--- src/rtl/rv32imc_3p_rf_wb_arb.sv ---
// RF write-back arbiter (ALU > LSU > MDU) with a one-cycle registered write port and a pending-write scoreboard.
// Optional macro RF_WB_AGING_EN: LSU/MDU age counters promote a starved unit above the ALU.
module rv32imc_3p_rf_wb_arb #(
    parameter int ADDR_W   = 5,
    parameter int MAX_WAIT = 4
) (
    input  logic              clk,
    input  logic              rst_n,
    input  logic              alu_valid,
    output logic              alu_ready,
    input  logic [ADDR_W-1:0] alu_addr,
    input  logic [31:0]       alu_data,
    input  logic              lsu_valid,
    output logic              lsu_ready,
    input  logic [ADDR_W-1:0] lsu_addr,
    input  logic [31:0]       lsu_data,
    input  logic              mdu_valid,
    output logic              mdu_ready,
    input  logic [ADDR_W-1:0] mdu_addr,
    input  logic [31:0]       mdu_data,
    input  logic              sb_set,
    input  logic [ADDR_W-1:0] sb_addr,
    input  logic [ADDR_W-1:0] rs1_addr,
    input  logic [ADDR_W-1:0] rs2_addr,
    output logic              rs1_busy,
    output logic              rs2_busy,
    output logic              rd_busy,
    output logic              c_rf_write,
    output logic [ADDR_W-1:0] rd_addr,
    output logic [31:0]       rd_dati
);
    localparam int NREG = 1 << ADDR_W;

    if (MAX_WAIT < 1 || MAX_WAIT > 7) begin : g_bad_max_wait
        $error("MAX_WAIT must fit the 3-bit age counter");
    end

    logic              gnt_alu, gnt_lsu, gnt_mdu;
    logic              xfer;
    logic [ADDR_W-1:0] sel_addr;
    logic [31:0]       sel_data;
    logic [NREG-1:0]   pending, pending_nxt;

`ifdef RF_WB_AGING_EN
    localparam logic [2:0] AGE_LIM = 3'(MAX_WAIT);
    logic [2:0] lsu_age, mdu_age;
    logic       lsu_prom, mdu_prom;

    assign lsu_prom = lsu_valid && (lsu_age >= AGE_LIM);
    assign mdu_prom = mdu_valid && (mdu_age >= AGE_LIM);

    always_ff @(posedge clk or negedge rst_n) begin
        if (!rst_n) begin
            lsu_age <= '0;
            mdu_age <= '0;
        end else begin
            if (!lsu_valid || gnt_lsu)  lsu_age <= '0;
            else if (lsu_age != 3'd7)   lsu_age <= lsu_age + 3'd1;
            if (!mdu_valid || gnt_mdu)  mdu_age <= '0;
            else if (mdu_age != 3'd7)   mdu_age <= mdu_age + 3'd1;
        end
    end
`endif

    always_comb begin
        gnt_alu = 1'b0;
        gnt_lsu = 1'b0;
        gnt_mdu = 1'b0;
`ifdef RF_WB_AGING_EN
        // A promoted unit jumps the ALU; LSU wins a tie between promoted units.
        if (lsu_prom)       gnt_lsu = 1'b1;
        else if (mdu_prom)  gnt_mdu = 1'b1;
        else
`endif
        if (alu_valid)      gnt_alu = 1'b1;
        else if (lsu_valid) gnt_lsu = 1'b1;
        else if (mdu_valid) gnt_mdu = 1'b1;
    end

    assign alu_ready = gnt_alu;
    assign lsu_ready = gnt_lsu;
    assign mdu_ready = gnt_mdu;
    assign xfer      = gnt_alu | gnt_lsu | gnt_mdu;

    always_comb begin
        sel_addr = alu_addr;
        sel_data = alu_data;
        if (gnt_lsu) begin
            sel_addr = lsu_addr;
            sel_data = lsu_data;
        end else if (gnt_mdu) begin
            sel_addr = mdu_addr;
            sel_data = mdu_data;
        end
    end

    always_ff @(posedge clk or negedge rst_n) begin
        if (!rst_n) begin
            c_rf_write <= 1'b0;
            rd_addr    <= '0;
            rd_dati    <= '0;
        end else begin
            c_rf_write <= xfer && (sel_addr != '0);
            if (xfer) begin
                rd_addr <= sel_addr;
                rd_dati <= sel_data;
            end
        end
    end

    // Set is applied after clear so a same-cycle re-dispatch keeps the bit.
    always_comb begin
        pending_nxt = pending;
        if (c_rf_write)                 pending_nxt[rd_addr] = 1'b0;
        if (sb_set && (sb_addr != '0))  pending_nxt[sb_addr] = 1'b1;
        pending_nxt[0] = 1'b0;
    end

    always_ff @(posedge clk or negedge rst_n) begin
        if (!rst_n) pending <= '0;
        else        pending <= pending_nxt;
    end

    assign rs1_busy = pending[rs1_addr];
    assign rs2_busy = pending[rs2_addr];
    assign rd_busy  = pending[sb_addr];

    sb_set_on_busy: assert property (@(posedge clk) disable iff (!rst_n) !(sb_set && rd_busy));

endmodule

--- config.mk ---
export PLATFORM = sky130hd
export DESIGN_NAME = rv32imc_3p_rf_wb_arb
export DESIGN_NICKNAME = d
export VERILOG_FILES = /design/src/rtl/rv32imc_3p_rf_wb_arb.sv
export SDC_FILE = /design/constraint.sdc
export NUM_CORES = 1
export LEC_CHECK = 0
export BUFFER_PORTS_ARGS = -buffer_cell sky130_fd_sc_hd__buf_2
export CAP_MARGIN = 0
export CORE_ASPECT_RATIO = 1.2
export CORE_MARGIN = 5
export CORE_UTILIZATION = 48
export CTS_CLUSTER_DIAMETER = 80
export DETAILED_ROUTE_END_ITERATION = 12
export PLACE_DENSITY = 0.81
export SYNTH_ARGS = -nofsm -noshare
export SYNTH_HDL_FRONTEND = slang
export SYNTH_SLANG_ARGS = --single-unit
export TNS_END_PERCENT = 10
--- constraint.sdc ---
create_clock -name clk -period 2.81 [get_ports clk]
set_input_delay 0.562 -clock clk [delete_from_list [all_inputs] [get_ports clk]]
set_output_delay 0.562 -clock clk [all_outputs]
set_load 0.05 [all_outputs]
# After elaboration in Yosys (flattened, before gate mapping)
# Index checks and enable logic that the tools add are counted.
[totals] reg_bits=69 inputBits=132
[classes] n_reduce_logical=6 muxes=22 bitwise=5 n_lt_le_gt_ge=6
[op_table] op="$mux W32" n=4
[op_table] op="$and A32 B32 Y32" n=1
[op_table] op="$not A32 Y32" n=1
[op_table] op="$or A32 B32 Y32" n=1
[op_table] op="$lt A5 B6 Y1 const B" n=4
[op_table] op="$bmux W1 S5" n=3
[op_table] op="$mux W1" n=11
[op_table] op="$demux W1 S5" n=2
[op_table] op="$ge A5 B1 Y1 const B" n=2
[op_table] op="$mux W5" n=2
[op_table] op="$reduce_bool A5 Y1" n=2
[op_table] op="$logic_and A1 B1 Y1" n=4
[op_table] op="$or A1 B1 Y1" n=2

# Longest topological paths before layout
# Gate-level depths: netlist of the first run.
[depth] depth_word=9 mapped_depth=6

# Least setup slack after synthesis of the first run
# Ideal clock, no wire load.
[synth_path] path_kind="input -> output" startpoint="in rs1_addr[0]" endpoint="out rs1_busy" t_arrival_ps=2145 path_stages=5 path_buffers=1 path_slack_ps=103 path_cell_list="buf_6 -> mux4_1 -> mux2i_1 -> nor3b_1 -> or4_1"
[synth_between] elab_chain_cells=2
[synth_rtl] item="start: declaration" line_no="23" text="input logic [ADDR_W-1:0] rs1_addr,"
[synth_rtl] item="$bmux W1 S5" line_no="124" text="assign rs1_busy = pending[rs1_addr];"
[synth_rtl] item="$mux W1 (implied by the code)" line_no="124"
[synth_rtl] item="end: declaration" line_no="25" text="output logic rs1_busy,"
# Every way passes these cells. The select of a mux whose other input is x is not followed.

# Worst setup path in the final report of the first run
[layout_path] startpoint="reg pending[23]" endpoint="out rs1_busy"
[layout_between] elab_chain_cells=2
[layout_rtl] item="start: declaration" line_no="42" text="logic [NREG-1:0] pending, pending_nxt;"
[layout_rtl] item="start signal: assignment" line_no="121" text="else pending <= pending_nxt;"
[layout_rtl] item="$bmux W1 S5" line_no="124"
[layout_rtl] item="$mux W1 (implied by the code)" line_no="124"
# Every way passes these cells. The select of a mux whose other input is x is not followed.

==> flow_metrics.env, run 1 <==
export IMPL_drtIter0Drc=339
export IMPL_ioPinCount=176
export IMPL_worst_pin_slew_ps=642.4
export IMPL_power_total_mw=3.623
export IMPL_cts_root_buf="clkbuf_8"
export IMPL_nets=704
export IMPL_dieArea_mm2=0.01019
export IMPL_vias=4230
export IMPL_fillers=694
export IMPL_final_hold_violation_count=0
export IMPL_grt_first_pass_wirelength_um=21490
export IMPL_finalWirelength_um=13890
export IMPL_grt_max_degree=70
export IMPL_layoutNonFillerInstCount=672
export IMPL_avgViaCountPerCell=6.295
export IMPL_slowest_delay_ps=540
export IMPL_cts_sinks=69
export IMPL_hold_ws_ps=220.4
export IMPL_diodes=0
export IMPL_max_freq_mhz=361.3
export IMPL_finalSetupTns_ps=0
export IMPL_initial_core_util_pct=48.92
export IMPL_drive_above_1_share_pct=40.73
export IMPL_p_per_area_mw_per_mm2=698.7
export IMPL_setup_viol=0
export IMPL_cts_clk_slew_worst_paths_ps=70
export IMPL_slowest_stage="or4_1"
export IMPL_synth_distinct_cells=38
export IMPL_timing_final_ws_setup_ps=42.36
export IMPL_hpwl_um=10500
export IMPL_syn_cell_area_mm2=0.003966
export IMPL_synth_edf_count=0
export IMPL_fin_crit_ps=2768
export IMPL_numCtsBuffers=9
export IMPL_port_buffers=175
export IMPL_start_kind="register"
export IMPL_fin_crit_sh_pct=98.49
export IMPL_critPathArrivalTime_ps=2210
export IMPL_leakage_nw=2.264
export IMPL_multiInputGateArea_mm2=0.002062
export IMPL_antenna_found_initial=2
export IMPL_clock_latency_ps=340
export IMPL_yosys_warnings=0
export IMPL_synth_area_per_cell_um2=9.941
export IMPL_seqCellArea_mm2=0.001727
export IMPL_clk_path_buf_depth=2
export IMPL_final_area_mm2=0.005185
export IMPL_min_path_type="input port to asynchronous set/reset pin"
export IMPL_first_pass_iters=6
export IMPL_slew_headroom_pct=57.11
export IMPL_rsz0062_at_grt="yes"
export IMPL_maxCapViolations=0
export IMPL_place_area_mm2=0.004926
export IMPL_synth_cells=399
export IMPL_fp_dieW_um=92.98
export IMPL_gp_congestion=0.9305
export IMPL_grt_pass1_vias=4301
export IMPL_drc=0
export IMPL_dpl_cell_count=649
export IMPL_synth_seq_area_share_pct=43.53
export IMPL_final_setup_skew_ps=4.840
export IMPL_syn_nets=531
export IMPL_place_ws_ps=-60.52
export IMPL_rows=36
export IMPL_cp_data_required_time_ps=2250
export IMPL_utilization_pct=63.95
export IMPL_path_max_fanout=4
export IMPL_dieHeight_um=109.6
export IMPL_htree_levels=3
export IMPL_yosys_register_bits=69
export IMPL_crit_chain="mux4_2, mux2i_1, nor3b_1, or4_1, buf_6"
export IMPL_async_flop_share_pct=100.0
export IMPL_cts_tree="done"
export IMPL_status="finished clean"
export IMPL_synthFlopType="dfrtp_1"
export IMPL_placeableCoreArea_mm2=0.008108
export IMPL_end_kind="output port"
export IMPL_drtAntennaViolNets=0
export IMPL_irDropWorstVdd_v=0.0003975
export IMPL_syn2layout_area_growth_pct=30.73
export IMPL_grt_overflow_total=0
export IMPL_track_usage_pct=27.31
export IMPL_criticalPathCategory="register to output port"
export IMPL_wl_per_cell_um=20.66
export IMPL_drv_slew=0
-- final timing paths --
kind | from | to | slack [ps] | cells after the start
setup / recovery | pending[23] | rs1_busy | 40 | 5
setup reg to reg | rd_addr[0] | pending[20] | 1310 | 3
hold reg to reg | rd_dati[3] | rd_dati[3] | 560 | 2
max in group asynchronous | rst_n | pending[15] | 2270 | 2
min in group clk | alu_data[11] | rd_dati[11] | 500 | 3
hold / removal | rst_n | pending[23] | 220 | 2
-- critical path: cells and delay by family, from the launching register on --
family                 cells  cell delay (ps)
multiplexers               2              660
AND/OR/NAND/NOR            2              600
flip-flops                 1              420
buffers and inverters      1              170
-- cell families (layout without fill, tap and decap cells) --
family / count (synthesis) / in the layout / share of synthesized area, %
simple gates: 82 / 82 / 12.24
mux: 24 / 24 / 12.15
flops: 69 / 69 / 43.53
buf+inv: 37 / 215 / 4.384
compound gates: 187 / 187 / 27.70
-- repair_timing --
action                                  in CTS  in global routing
hold buffers                                 0                  0
gates resized for setup                      8                 11
endpoints found under the hold margin        0                  0
buffers inserted                             2                  5
endpoints found under the setup margin       3                  3
pin swaps                                    0                  3
-- routing by layer --
| layer | vias up | global-route usage (%) | routed length [um] |
|---|---|---|---|
| li1 | 1930 | - | - |
| met1 | 2043 | 31.68 | 5150 |
| met2 | 228 | 47.04 | 7058 |
| met3 | 25 | 8.898 | 1370 |
| met4 | 4 | 10.58 | 291 |
| met5 | - | 0 | 14 |
-- registers in the layout (all words and copies together) (netlist names) --
register / cells
rd_dati: 32
pending: 31
rd_addr: 5
c_rf_write: 1
-- synthesized netlist by cell type (3+ instances only) --
cell type	instances	area (um^2)
nand2_1	14	52.55
nor2_1	5	18.77
o21ai_0	64	320.3
mux2_2	5	56.30
a2111oi_0	4	35.03
nand3b_1	11	82.58
nor2b_1	13	81.33
buf_6	3	33.78
o22a_1	4	35.03
inv_1	6	22.52
nor3b_1	3	22.52
or4_1	3	22.52
o22ai_1	67	419.2
or3_1	3	18.77
buf_2	4	20.02
nand3_1	8	40.04
mux4_2	11	247.7
buf_1	6	22.52
o32a_1	3	30.03
a21oi_1	33	165.2
dfrtp_1	69	1727
a211oi_1	4	30.03
nand2b_1	10	62.56
or3b_2	5	43.79
nor3_1	3	15.01
mux4_1	6	157.7
clkbuf_1	15	56.30
-- cell usage in the layout, fill, tap and decap left out, types with 3 or more instances in the layout --
cell type / Yosys / final
a2111oi_0: 4 / 3
dfrtp_1: 69 / 69
mux4_1: 6 / 3
a21oi_1: 33 / 33
nand2_1: 14 / 14
nand3_1: 8 / 8
buf_2: 4 / 168
or3b_2: 5 / 5
mux4_2: 11 / 14
clkbuf_8: 0 / 11
nor3b_1: 3 / 3
or3_1: 3 / 3
o32a_1: 3 / 3
o22a_1: 4 / 4
nor2b_1: 13 / 12
mux2_2: 5 / 5
inv_1: 6 / 5
buf_6: 3 / 4
o21ai_0: 64 / 64
o22ai_1: 67 / 67
a211oi_1: 4 / 4
nand3b_1: 11 / 11
nand2b_1: 10 / 10
buf_4: 2 / 15
clkinv_2: 0 / 3
nor2_1: 5 / 5
buf_12: 0 / 3
nor3_1: 3 / 3
-- area by class of cell --
class	instances	share of cell area [%]
Clock inverter	4	0.4344
Multi-Input combinational cell	293	39.77
Sequential cell	69	33.30
Timing Repair Buffer	192	20.70
Inverter	7	0.5068
Clock buffer	12	2.992
Tap cell	95	2.292
-- report_power, final --
part	leakage [nW]	switching [mW]	internal (mW)
sequential	0.789	0.307	1.25
clock	0.0921	0.374	0.364
combinational	1.38	0.706	0.618
(Power assumes the default switching activity.)
==> run 2, diff against run 1 <==
- clock period: 2.81 -> 3.1 ns (I/O delays scaled with it)
==> run 2 against run 1 <==
Net effect: core utilization shrank 1.2 points; clock power increased by 11%; power shrank 8.1%; cell count down 1.5%; via count is 1.3% lower.
==> flow_metrics.env, run 2 (synthesis gave the netlist of run 1 again) <==
export IMPL_nets=694
export IMPL_worst_pin_slew_ps=769.1
export IMPL_first_pass_iters=5
export IMPL_hold_buffers=0
export IMPL_setup_viol=0
export IMPL_status="finished clean"
export IMPL_rows=36
export IMPL_path_max_fanout=7
export IMPL_cts_clk_slew_worst_paths_ps=80
export IMPL_cts_root_buf="clkbuf_8"
export IMPL_finalSetupTns_ps=0
export IMPL_end_kind="output port"
export IMPL_leakage_nw=2.220
export IMPL_grt_first_pass_wirelength_um=21470
export IMPL_p_per_area_mw_per_mm2=654.2
export IMPL_fin_crit_ps=2965
export IMPL_cts_tree="done"
export IMPL_mostFrequentLayoutCells="buf_2 (175), dfrtp_1 (69), o22ai_1 (67), o21ai_0 (64), a21oi_1 (33)"
export IMPL_fillers=702
export IMPL_port_buffers=175
export IMPL_maxCapViolations=0
export IMPL_reg_largest_list="rd_dati: 32 flops, pending: 31 flops, rd_addr: 5 flops"
export IMPL_diodes=0
export IMPL_place_area_mm2=0.004866
export IMPL_hpwl_um=10490
export IMPL_finalWirelength_um=13520
export IMPL_placeableCoreArea_mm2=0.008108
export IMPL_drive_above_1_share_pct=38.98
export IMPL_regMostFlops="rd_dati"
export IMPL_ff2ff_setup_slack_ps=1600
export IMPL_slew_headroom_pct=48.73
export IMPL_syn2layout_area_growth_pct=28.33
export IMPL_max_freq_mhz=337.3
export IMPL_grt_pass1_vias=4291
export IMPL_cp_data_required_time_ps=2480
export IMPL_rsz0062_at_grt="no"
export IMPL_drc=0
export IMPL_avgViaCountPerCell=6.305
export IMPL_final_area_mm2=0.005090
export IMPL_grt_max_degree=43
export IMPL_post_cts_resized=0
export IMPL_final_hold_violation_count=0
export IMPL_layout_commonest_cell="buf_2"
export IMPL_clock_latency_ps=340
export IMPL_place_ws_ps=125.8
export IMPL_dieHeight_um=109.6
export IMPL_cts_sinks=69
export IMPL_antenna_found_initial=1
export IMPL_htree_levels=3
export IMPL_gp_congestion=0.9835
export IMPL_initial_core_util_pct=48.92
export IMPL_largest_reg_flops=32
export IMPL_r2r_end="pending[28]"
export IMPL_track_usage_pct=27.16
export IMPL_grt_overflow_total=0
export IMPL_numCtsBuffers=9
export IMPL_critPathArrivalTime_ps=2340
export IMPL_dieArea_mm2=0.01019
export IMPL_drtIter0Drc=426
export IMPL_cts_setup_buffers=0
export IMPL_final_setup_skew_ps=11.65
export IMPL_fp_dieW_um=92.98
export IMPL_drtAntennaViolNets=0
export IMPL_start_kind="input port"
export IMPL_clk_path_buf_depth=2
export IMPL_irDropWorstVdd_v=0.0003953
export IMPL_ioPinCount=176
export IMPL_timing_final_ws_setup_ps=135.0
export IMPL_wl_per_cell_um=20.42
export IMPL_regToRegStartpoint="rd_addr[0]"
export IMPL_rr_worst_depth=3
export IMPL_min_path_type="input port to asynchronous set/reset pin"
export IMPL_fin_crit_sh_pct=95.65
export IMPL_criticalPathCategory="input port to output port"
export IMPL_worstSetupStartpoint="sb_addr[0]"
export IMPL_crit_end="rd_busy"
export IMPL_vias=4174
export IMPL_drv_slew=0
[run 2: worst min-delay path by stage]
stage	start	to	slack [ps]	cells after the start
CTS	rst_n	pending[24]	360	1
floorplan	rst_n	c_rf_write	320	0
finish	rst_n	pending[26]	340	1
global route	rst_n	pending[26]	410	1
detailed placement	rd_dati[22]	rd_dati[22]	550	2
global placement	pending[17]	pending[17]	530	2
[run 2: worst max-delay path: stages]
cell,delay (ps)
buf_2,180
mux4_1,580
nand2b_1,90
nand4_1,100
or4_1,540
buf_2,230
[run 2: area by class of cell]
cell class / instances / area (um^2) / share of cell area (%)
clock buffers: 10 / 137.6 / 2.704
clock inverters: 6 / 86.33 / 1.696
inverters: 7 / 26.28 / 0.5162
multi-input cells: 293 / 2066 / 40.59
flip-flops and latches: 69 / 1727 / 33.92
well taps: 95 / 118.9 / 2.335
repair buffers: 182 / 928.4 / 18.24
[run 2: metal layers]
layer / track usage [%] / vias up / wire (um)
li1: - / 1899 / -
met1: 32.60 / 1978 / 4766
met2: 46.83 / 261 / 6682
met3: 7.734 / 34 / 1667
met4: 9.529 / 2 / 394
met5: 0 / - / 7
[run 2: stage by stage]
stage / hold WS [ps] / instances / util [%] / power [mW]
finish: 338.7 / 662 / 62.78 / 3.330
global route: 413.5 / 662 / 62.78 / 3.500
CTS: 356.4 / 662 / 62.78 / 3.329
detailed placement: 549.3 / 646 / 60.02 / 2.505
global placement: 534.1 / 646 / 60.02 / 2.450
floorplan: 324.4 / 399 / - / 2.095
[run 2: power by group]
| part | switching, mW | total [mW] | internal [mW] |
|---|---|---|---|
| Combinational | 0.608 | 1.09 | 0.480 |
| Sequential | 0.287 | 1.42 | 1.14 |
| Clock | 0.346 | 0.820 | 0.473 |
| Total | 1.24 | 3.33 | 2.09 |
